<file path="src/rtl/fifo_srl_p.sv">
// Shift-register FIFO with occupancy count, level flags, and sticky
// overflow/underflow flags. The output stage is either first-word fall-through
// (OREG=0) or registered (OREG=1).
module fifo_srl_p #(
  parameter int WIDTH  = 9,
  parameter int DEPTH  = 32,
  parameter int AF_LVL = DEPTH - 2,
  parameter int AE_LVL = 1,
  parameter int OREG   = 0,
  localparam int CW    = $clog2(DEPTH + 1)
) (
  input  logic             clk,
  input  logic             rst_n,
  input  logic             clr,
  input  logic [WIDTH-1:0] pdi,
  input  logic             iv,
  input  logic             oe,
  output logic [WIDTH-1:0] pdo,
  output logic             ov,
  output logic             empty,
  output logic             full,
  output logic             afull,
  output logic             aempty,
  output logic [CW-1:0]    count,
  output logic             ovf,
  output logic             udf
);

  localparam int AW = $clog2(DEPTH);

  logic [WIDTH-1:0] mem [DEPTH];
  logic             we;
  logic             re;
  logic [AW-1:0]    head_idx;
  logic [WIDTH-1:0] head;

  assign we = iv & ~full;
  assign re = oe & ~empty;

  // The oldest entry sits at count-1. At count=DEPTH the low bits wrap to 0,
  // and subtracting 1 then gives DEPTH-1, which is the correct slot.
  assign head_idx = count[AW-1:0] - AW'(1);
  assign head     = mem[head_idx];

  // Flags decode straight from the registered count, so they move in the same cycle as count.
  assign empty  = (count == '0);
  assign full   = (count == CW'(DEPTH));
  assign afull  = (count >= CW'(AF_LVL));
  assign aempty = (count <= CW'(AE_LVL));

  // Storage: a write shifts every entry up by one. There is no reset, so this maps onto SRL primitives.
  always_ff @(posedge clk) begin
    if (we) begin
      mem[0] <= pdi;
      for (int k = 1; k < DEPTH; k++) begin
        mem[k] <= mem[k-1];
      end
    end
  end

  // Occupancy counter. A flush takes priority over any accepted read or write.
  always_ff @(posedge clk or negedge rst_n) begin
    if (!rst_n) begin
      count <= '0;
    end else if (clr) begin
      count <= '0;
    end else if (we && !re) begin
      count <= count + CW'(1);
    end else if (re && !we) begin
      count <= count - CW'(1);
    end
  end

  // Sticky error flags. They record requests made against a full or empty FIFO.
  always_ff @(posedge clk or negedge rst_n) begin
    if (!rst_n) begin
      ovf <= 1'b0;
      udf <= 1'b0;
    end else if (clr) begin
      ovf <= 1'b0;
      udf <= 1'b0;
    end else begin
      if (iv && full)  ovf <= 1'b1;
      if (oe && empty) udf <= 1'b1;
    end
  end

  generate
    if (OREG != 0) begin : g_oreg
      logic [WIDTH-1:0] pdo_q;
      logic             ov_q;

      // Registered output stage: capture the head on a read and hold it otherwise.
      always_ff @(posedge clk or negedge rst_n) begin
        if (!rst_n) begin
          pdo_q <= '0;
          ov_q  <= 1'b0;
        end else begin
          ov_q <= re & ~clr;
          if (re && !clr) pdo_q <= head;
        end
      end

      assign pdo = pdo_q;
      assign ov  = ov_q;
    end else begin : g_comb
      assign pdo = head;
      assign ov  = re;
    end
  endgenerate

endmodule

</file>
<file path="config.mk">
export PLATFORM = sky130hd
export DESIGN_NAME = fifo_srl_p
export DESIGN_NICKNAME = d
export VERILOG_FILES = /design/src/rtl/fifo_srl_p.sv
export SDC_FILE = /design/constraint.sdc
export NUM_CORES = 1
export LEC_CHECK = 0
export ABC_AREA = 1
export ABC_CLOCK_PERIOD_IN_PS = 12890
export BUFFER_PORTS_ARGS = -buffer_cell sky130_fd_sc_hd__buf_4
export CAP_MARGIN = 20
export CORE_MARGIN = 2
export CORE_UTILIZATION = 25
export DETAILED_ROUTE_END_ITERATION = 7
export HOLD_SLACK_MARGIN = 0.1
export PLACE_DENSITY = 0.47
export SKIP_LAST_GASP = 1
export SYNTH_ARGS = -nofsm -noshare
export SYNTH_HDL_FRONTEND = slang
export SYNTH_SLANG_ARGS = --single-unit
</file>
<file path="constraint.sdc">
create_clock -name clk -period 12.89 [get_ports clk]
set_input_delay 2.578 -clock clk [delete_from_list [all_inputs] [get_ports clk]]
set_output_delay 2.578 -clock clk [all_outputs]
set_load 0.01 [all_outputs]
</file>
---- After elaboration in Yosys (flattened, before gate mapping) ----
Memories as Yosys holds them, arrays and structs flattened.
Cells that the tools add are included.
storage, ports and cells
  register bits ........................... 8
  bits in writable memories ............... 288
  logic and storage cells ................. 33
  memories kept ........................... 1
memory list
  name  words  width  read ports  clocked after memory_dff  write ports  line  RTL
  mem   32     9      32          0                         32           31    logic [WIDTH-1:0] mem [DEPTH];
operators by class
  add/sub/neg operators ................... 3
  order comparisons ....................... 2
  equal/unequal tests ..................... 1
  multiplexer cells ....................... 9
  bitwise logic cells ..................... 4
  reductions and logical operators ........ 10
operators with widths
  kind                                                                   number
  6-bit 2-to-1 mux                                                       3
  6-bit by 1-bit adder with 6-bit output, second input constant          1
  6-bit == test, second input constant                                   1
  6-bit by 5-bit >= comparator with 1-bit output, second input constant  1
  6-bit by 1-bit <= comparator with 1-bit output, second input constant  1
  6-bit zero test                                                        1
  1-bit 2-to-1 mux                                                       6
  6-bit by 1-bit subtractor with 6-bit output, second input constant     1
  5-bit by 1-bit subtractor with 5-bit output, second input constant     1
  1-bit logical AND                                                      4
  2-bit nonzero test                                                     2
  3-bit nonzero test                                                     1
  1-bit bitwise AND                                                      2
  1-bit zero test                                                        2
  1-bit inverter                                                         2

---- Longest topological paths before layout ----
Gate-level depths: netlist of the first run.
  depth in word-level cells ............... 8
  gate-level depth with buffers ........... 13

---- Worst setup path before layout of the first run ----
Ideal clock, no wire load.
  path type ............................... input to register
  from .................................... input iv
  to ...................................... register count[2]
  data arrival time ....................... 11.233 ns
  required time ........................... 12.824 ns
  path slack .............................. 1.591 ns
  stages .................................. 7
  path buffers ............................ 1
  cells stage by stage .................... inv_1 nor2_2 nand2_2 buf_6 o21ai_1 nand2_1 nand2_1
between the ends
  word-level cells in the longest chain between the ends .. 4
RTL lines
  element                                                 line    RTL
  start, declared                                         16      input logic iv,
  1-bit bitwise AND *                                     37      assign we = iv & ~full;
  via we                                                  32      logic we;
  1-bit logical AND or 1-bit zero test (tied branches)    67, 69
  6-bit 2-to-1 mux or 1-bit logical AND (tied branches)   67, 69
  6-bit 2-to-1 mux or 3-bit nonzero test (tied branches)  -
  end signal, assigned                                    68      count <= count + CW'(1);
  end signal, assigned                                    70      count <= count - CW'(1);
  end, declared                                           24      output logic [CW-1:0] count,
Mark *: on every way through the listed nets, which the timed path passes. The rest lies on a longest branch.
A chain may end at the register's enable or synchronous reset.

---- Worst setup path in the final report of the first run ----
  from .................................... register count[0]
  to ...................................... output pdo[1]
between the ends
  word-level cells in the longest chain between the ends .. 2
RTL lines
  element                                      line  RTL
  5-bit by 1-bit subtractor with 5-bit output  42    assign head_idx = count[AW-1:0] - AW'(1);
  memory read 32 x 9 bit                       -
  end, declared                                18    output logic [WIDTH-1:0] pdo,
No other way between the ends.

==> metrics.yaml, run 1 <==
grt_overflow: 0
syn_nets: 1312
cp_max_fo: 48
ant_nets: 0
hold_start: "mem[9][2]"
finalNetCount: 1336
holdPathEnd: "mem[10][2]"
syn_to_final_growth_pct: 15.7
cts.sinks: 296
synth.distinct_cells: 26
final_cells: 2021
drc: 0
finalClockSkew_ns: 0.0163
maxSlewHeadroom: 0.292
grt_max_degree: 184
numPortBuffers: 35
floorplan.initialDensity: 0.254
clock_path_buffers: 3
top_usage_layer: "met2"
cts_hold_buffers: 0
die_y_um: 233
track_usage: 0.107
maxCapViolCount: 0
cts_root_buf: "clkbuf_16"
wl_per_cell_um: 14.1
dpl.hpwl_um: 15500
antenna_cells: 0
post-place-cells: 1959
dr.pass1.iters: 5
fin_crit_sh: 0.502
grt_util_met1: 0.150
leakage_nw: 6.49
synth_cells: 1293
core_sq_mm: 0.0515
ios: 36
cts_buffers: 35
irDropWorstVdd_v: 0.000140
grt_pass1_wl_um: 45900
fp.dieW_um: 233
fin_crit_ns: 6.47
use_met2: 0.167
r2r_end: "mem[29][3]"
hold_depth: 0
grt_pass1_vias: 8102
setup_violations: 0
endpoint_kind: "output pin"
synth-seq-cells: 296
required_ns: 10.31
outcome: "complete, no violations"
clk_pin_slew_worst_paths_ns: 0.06
dieArea_sq_mm: 0.0541
arrival_ns: 3.89
yosysWarningCount: 0
cts_tree: "built"
r2r_start: "count[0]"
crit_type: "register to output pin"
post-cts-setup-buffers: 0
avgSynthCellArea_sq_um: 10.1
vias_per_cell: 4.08
fmax_mhz: 155
drtIter0Drc: 725
fill_cells: 5352
worst_pin_slew_ns: 1.06
fin_tns_setup_ns: 0
synth-seq-area-share: 0.677
regToRegSetupSlack_ns: 7.89
gp_congestion: 0.739
vias: 8240
slew_viol_final: 0
worst_setup_path_start_kind: "register"
clock_insertion_delay_worst_skew_ns: 0.52
final_layout_size_suffix_gt1_frac: 0.0776
cts_max_level: 2
hp-class: "register to register"
cts-resized-gates: 0
power_density_mw_per_mm2: 273
mappedNetlistArea_sq_mm: 0.0131
antenna_found_initial: 0
hold_viol_final: 0
reg2reg_depth: 9
rsz0062_at_grt: "false"
hold_slack_ns: 0.434
grt.met3_usage: 0.0228
fp-row-count: 83
routed_wl_um: 28600
-- cell families (layout without fill, tap and decap cells) --
| family | count (synthesis) | count (layout) | share of synthesized area |
|---|---|---|---|
| simple gates | 696 | 696 | 0.221 |
| flops | 296 | 296 | 0.677 |
| buf+inv | 279 | 327 | 0.0862 |
| compound gates | 11 | 11 | 0.00441 |
| xor+xnor | 6 | 6 | 0.00604 |
| fa+ha+maj | 5 | 5 | 0.00479 |
-- flip-flops by register name, indices dropped and copies added (netlist names) --
name,cells
udf,1
ovf,1
count,6
mem,288
-- layout by cell type, fill, tap and decap left out --
cell type	netlist	routed
a21oi_1	3	3
buf_12	0	1
buf_16	0	1
buf_4	2	45
bufinv_16	0	2
clkbuf_1	19	6
clkbuf_16	0	37
clkbuf_8	0	1
clkinv_1	1	12
clkinv_2	0	4
dfrtp_1	8	7
dfrtp_4	0	1
edfxtp_1	288	288
ha_1	5	4
ha_4	0	1
inv_1	211	211
inv_2	7	6
inv_4	0	1
nand2_1	416	416
nand2_2	1	1
nand3_1	205	205
nand4_1	5	5
nor2_1	66	66
nor2_4	0	1
nor3_1	2	2
o21a_1	1	1
o21ai_0	2	2
o21ai_1	5	5
xnor2_1	1	1
xnor2_4	0	1
xor2_1	3	3
xor2_4	1	1
-- Yosys cell counts --
library cell / count / area, sq um
ha_1: 5 / 62.6
xor2_4: 1 / 27.5
dfrtp_1: 8 / 200
nor3_1: 2 / 10.0
inv_1: 211 / 792
a21oi_1: 3 / 15.0
buf_2: 27 / 135
o21a_1: 1 / 7.51
nand2_1: 416 / 1560
xor2_1: 3 / 26.3
nor2_2: 1 / 6.26
nand2_2: 1 / 6.26
buf_1: 7 / 26.3
o21ai_0: 2 / 10.0
xnor2_2: 1 / 16.3
clkinv_1: 1 / 3.75
inv_2: 7 / 26.3
nand3_1: 205 / 1030
clkbuf_1: 19 / 71.3
xnor2_1: 1 / 8.76
o21ai_1: 5 / 25.0
buf_4: 2 / 15.0
edfxtp_1: 288 / 8650
nand4_1: 5 / 31.3
buf_6: 5 / 56.3
nor2_1: 66 / 248
-- power breakdown --
group	internal, mW	total, mW	switching [mW]
clock	0.565	0.945	0.381
sequential	1.36	1.50	0.134
combinational	0.540	1.68	1.14
-- layout make-up --
cell class	instances	area, sq um	share of cell area
tap	680	851	0.0563
clock inverter	17	121	0.00803
inverter	219	825	0.0546
sequential	296	8850	0.586
multi-input combinational	718	3120	0.206
timing repair buffer	47	385	0.0255
clock buffer	44	962	0.0637
-- metal layers --
| layer | vias to the layer above | part of all wire |
|---|---|---|
| met5 | - | 0 |
| met4 | 0 | 0.018 |
| met3 | 34 | 0.040 |
| met2 | 112 | 0.44 |
| met1 | 3877 | 0.50 |
| li1 | 4217 | - |
-- critical path, stage by stage (launching register included) --
cell     delay [ns]
dfrtp_4        0.67
inv_4          0.46
ha_4           0.44
inv_2          0.34
buf_4          0.59
nand3_1        0.15
nand3_1        0.09
nand3_1        0.08
nand2_1        0.15
nand2_1        0.07
nand2_1        0.12
buf_4          0.14
-- stage by stage --
stage / total power, mW / setup slack [ns] / util / area, sq um
after floorplan: 2.63 / 1.59 / - / 13100
after global placement: 3.21 / 6.96 / 0.272 / 14000
after detailed placement: 3.22 / 6.94 / 0.272 / 14000
after CTS: 4.18 / 6.37 / 0.293 / 15100
after global routing: 4.44 / 6.13 / 0.293 / 15100
final: 4.12 / 6.42 / 0.293 / 15100
-- worst max-delay path by stage --
| stage | depth (start not counted) | from | slack (ns) | end |
|---|---|---|---|---|
| floorplan | 7 | iv | 1.59 | count[2] |
| global placement | 10 | count[0] | 6.96 | pdo[1] |
| detailed placement | 11 | count[0] | 6.94 | pdo[1] |
| CTS | 11 | count[0] | 6.37 | pdo[1] |
| global route | 12 | count[0] | 6.13 | pdo[1] |
| finish | 11 | count[0] | 6.42 | pdo[1] |
(Power assumes the default switching activity.)
==> run 2, diff against run 1 <==
Settings changed: ABC_CLOCK_PERIOD_IN_PS 12890 to 5590, PLACE_DENSITY 0.47 to 0.48.
Clock period 12.89 ns to 5.59 ns, I/O delays scaled along.
==> metrics.yaml, run 2 (same netlist as run 1, synthesis figures left out) <==
layout_common_cells: "nand2_1 (416), edfxtp_1 (288), inv_1 (210)"  # was nand2_1 (416), edfxtp_1 (288), inv_1 (211)
regArea_sq_mm: 0.00885  # unchanged
clock_path_buffers: 3  # unchanged
cp_max_fo: 59  # was 48
reg_top3: "mem x288, count x6"  # unchanged
hp-class: "primary input to async pin"  # was register to register
ant_nets: 0  # unchanged
required_ns: 4.47  # was 10.31 ns
core_sq_mm: 0.0515  # unchanged
wl_per_cell_um: 13.7  # was 14.1 um
total_power_mw: 9.41  # was 4.12 mW
final_layout_size_suffix_gt1_frac: 0.0836  # was 0.0776
slew_viol_final: 0  # unchanged
final_common_cell: "nand2_1"  # unchanged
grt_max_degree: 177  # was 184
endpoint: "pdo[3]"  # was pdo[1]
finalNetCount: 1335  # was 1,336
die_y_um: 233  # unchanged
cts_buffers: 31  # was 35
multiInputGateArea_sq_mm: 0.00313  # was 0.00312 sq mm
cts_tree: "built"  # unchanged
grt_pass1_vias: 8096  # was 8,102
cts_root_buf: "clkbuf_16"  # unchanged
cts.sinks: 296  # unchanged
fill_cells: 5391  # was 5,352
fin_tns_setup_ns: 0  # unchanged
finish.utilization: 0.292  # was 0.293
gp_congestion: 0.729  # was 0.739
drc: 0  # unchanged
numPortBuffers: 35  # unchanged
maxCapViolCount: 0  # unchanged
fmax_mhz: 214
critPathLaunch: "count[0]"  # unchanged
r2r_end: "mem[14][5]"  # was mem[29][3]
regToRegSetupSlack_ns: 1.81  # was 7.89 ns
fin_ws_ns: 0.913  # was 6.42 ns
grt_overflow: 0  # unchanged
arrival_ns: 3.56  # was 3.89 ns
cts_hold_buffers: 0  # unchanged
antenna_cells: 0  # unchanged
dr.pass1.iters: 5  # unchanged
irDropWorstVdd_v: 0.000344  # was 0.000140 V
switchingPower_mw: 3.83  # was 1.65 mW
drtIter0Drc: 654  # was 725
fp.dieW_um: 233  # unchanged
floorplan.initialDensity: 0.254  # unchanged
worst_setup_path_start_kind: "register"  # unchanged
leakage_nw: 6.45  # was 6.49 nW
hold_viol_final: 0  # unchanged
p_int_mw: 5.57  # was 2.47 mW
antenna_found_initial: 0  # unchanged
post-cts-setup-buffers: 0  # unchanged
largest_reg_flops: 288  # unchanged
r2r_start: "count[0]"  # unchanged
clk_pin_slew_worst_paths_ns: 0.06  # about the same
p_sw_frac: 0.408  # was 0.401
dpl.hpwl_um: 14800  # was 15,500 um
grt_pass1_wl_um: 44600  # was 45,900 um
cts_max_level: 1  # was 2
vias: 8204  # was 8,240
clock_insertion_delay_worst_skew_ns: 0.58  # was 0.52 ns
worst_pin_slew_ns: 1.04  # was 1.06 ns
crit_type: "register to output pin"  # unchanged
combinationalPowerShare: 0.424  # was 0.408
regMostFlops: "mem"  # unchanged
fp-row-count: 83  # unchanged
outcome: "complete, no violations"  # unchanged
fin_crit_ns: 4.68
setup_violations: 0  # unchanged
track_usage: 0.103  # was 0.107
rsz0062_at_grt: "false"  # unchanged
power.share.clock: 0.214  # was 0.229
endpoint_kind: "output pin"  # unchanged
power_frac_seq: 0.362  # was 0.363
fin_crit_sh: 0.837
dieArea_sq_mm: 0.0541  # unchanged
finalClockSkew_ns: 0.0262  # was 0.0163 ns
dp_slack_ns: 1.47  # was 6.94 ns
reg2reg_depth: 8  # was 9
cts-resized-gates: 0  # unchanged
vias_per_cell: 4.06  # was 4.08
ios: 36  # unchanged
syn_to_final_growth_pct: 15.2  # was 15.7%
power_density_mw_per_mm2: 625  # was 273 mW/mm^2
routed_wl_um: 27600  # was 28,600 um
hold_slack_ns: 0.343  # was 0.434 ns
maxSlewHeadroom: 0.305  # was 0.292
run 2: cell count changes in the layout (fill, tap and decap cells not counted), moves of 2 or more:
cell and change:
clkinvlp_4 +3, clkbuf_1 -2, clkinv_2 +3, buf_4 +3
clkinv_1 -3, clkbuf_16 -6
run 2: power by group through the flow:
stage,clock network [mW],registers [mW],logic [mW]
after floorplan,0,3.40,2.64
after global placement,0,3.43,4.04
after detailed placement,0,3.46,4.05
after CTS,2.08,3.42,4.06
after global routing,2.17,3.48,4.50
final,2.01,3.41,3.99
run 2: how the worst min path moves through the flow:
stage | to | slack (ns)
final | count[4] | 0.34
after global placement | mem[26][5] | 0.43
after global routing | count[4] | 0.33
after CTS | count[4] | 0.32
after detailed placement | mem[23][6] | 0.43
after floorplan | mem[10][0] | 0.43
run 2: through the flow:
stage               instance area (sq um)  std cells
global route                        15000       2020
finish                              15000       2020
detailed placement                  14100       1963
floorplan                           13100       1293
CTS                                 15000       2020
global placement                    14100       1963
run 2: critical path, cell delays in order, from the launching register on:
cell     delay, ns
dfrtp_4       0.50
inv_4         0.48
ha_4          0.44
buf_4         0.69
nand3_1       0.19
nand3_1       0.12
nand3_1       0.08
nand2_1       0.07
nand2_1       0.10
nand2_1       0.14
buf_4         0.13
run 2: layer usage:
metal  GRT usage  share of wire  up-vias  wire length [um]
met4      0.0225          0.019        0               526
met3      0.0181          0.039       32              1070
met5           0              0        -                 0
met1       0.149           0.50     3825             13900
met2       0.160           0.44      136             12100
li1            -              -     4211                 -
run 2: area by class of cell:
| type | count | share of cell area |
|---|---|---|
| clock buffer | 35 | 0.0525 |
| sequential | 296 | 0.588 |
| tap | 680 | 0.0565 |
| clock inverter | 22 | 0.0124 |
| inverter | 219 | 0.0556 |
| timing repair buffer | 50 | 0.0266 |
| multi-input combinational | 718 | 0.208 |
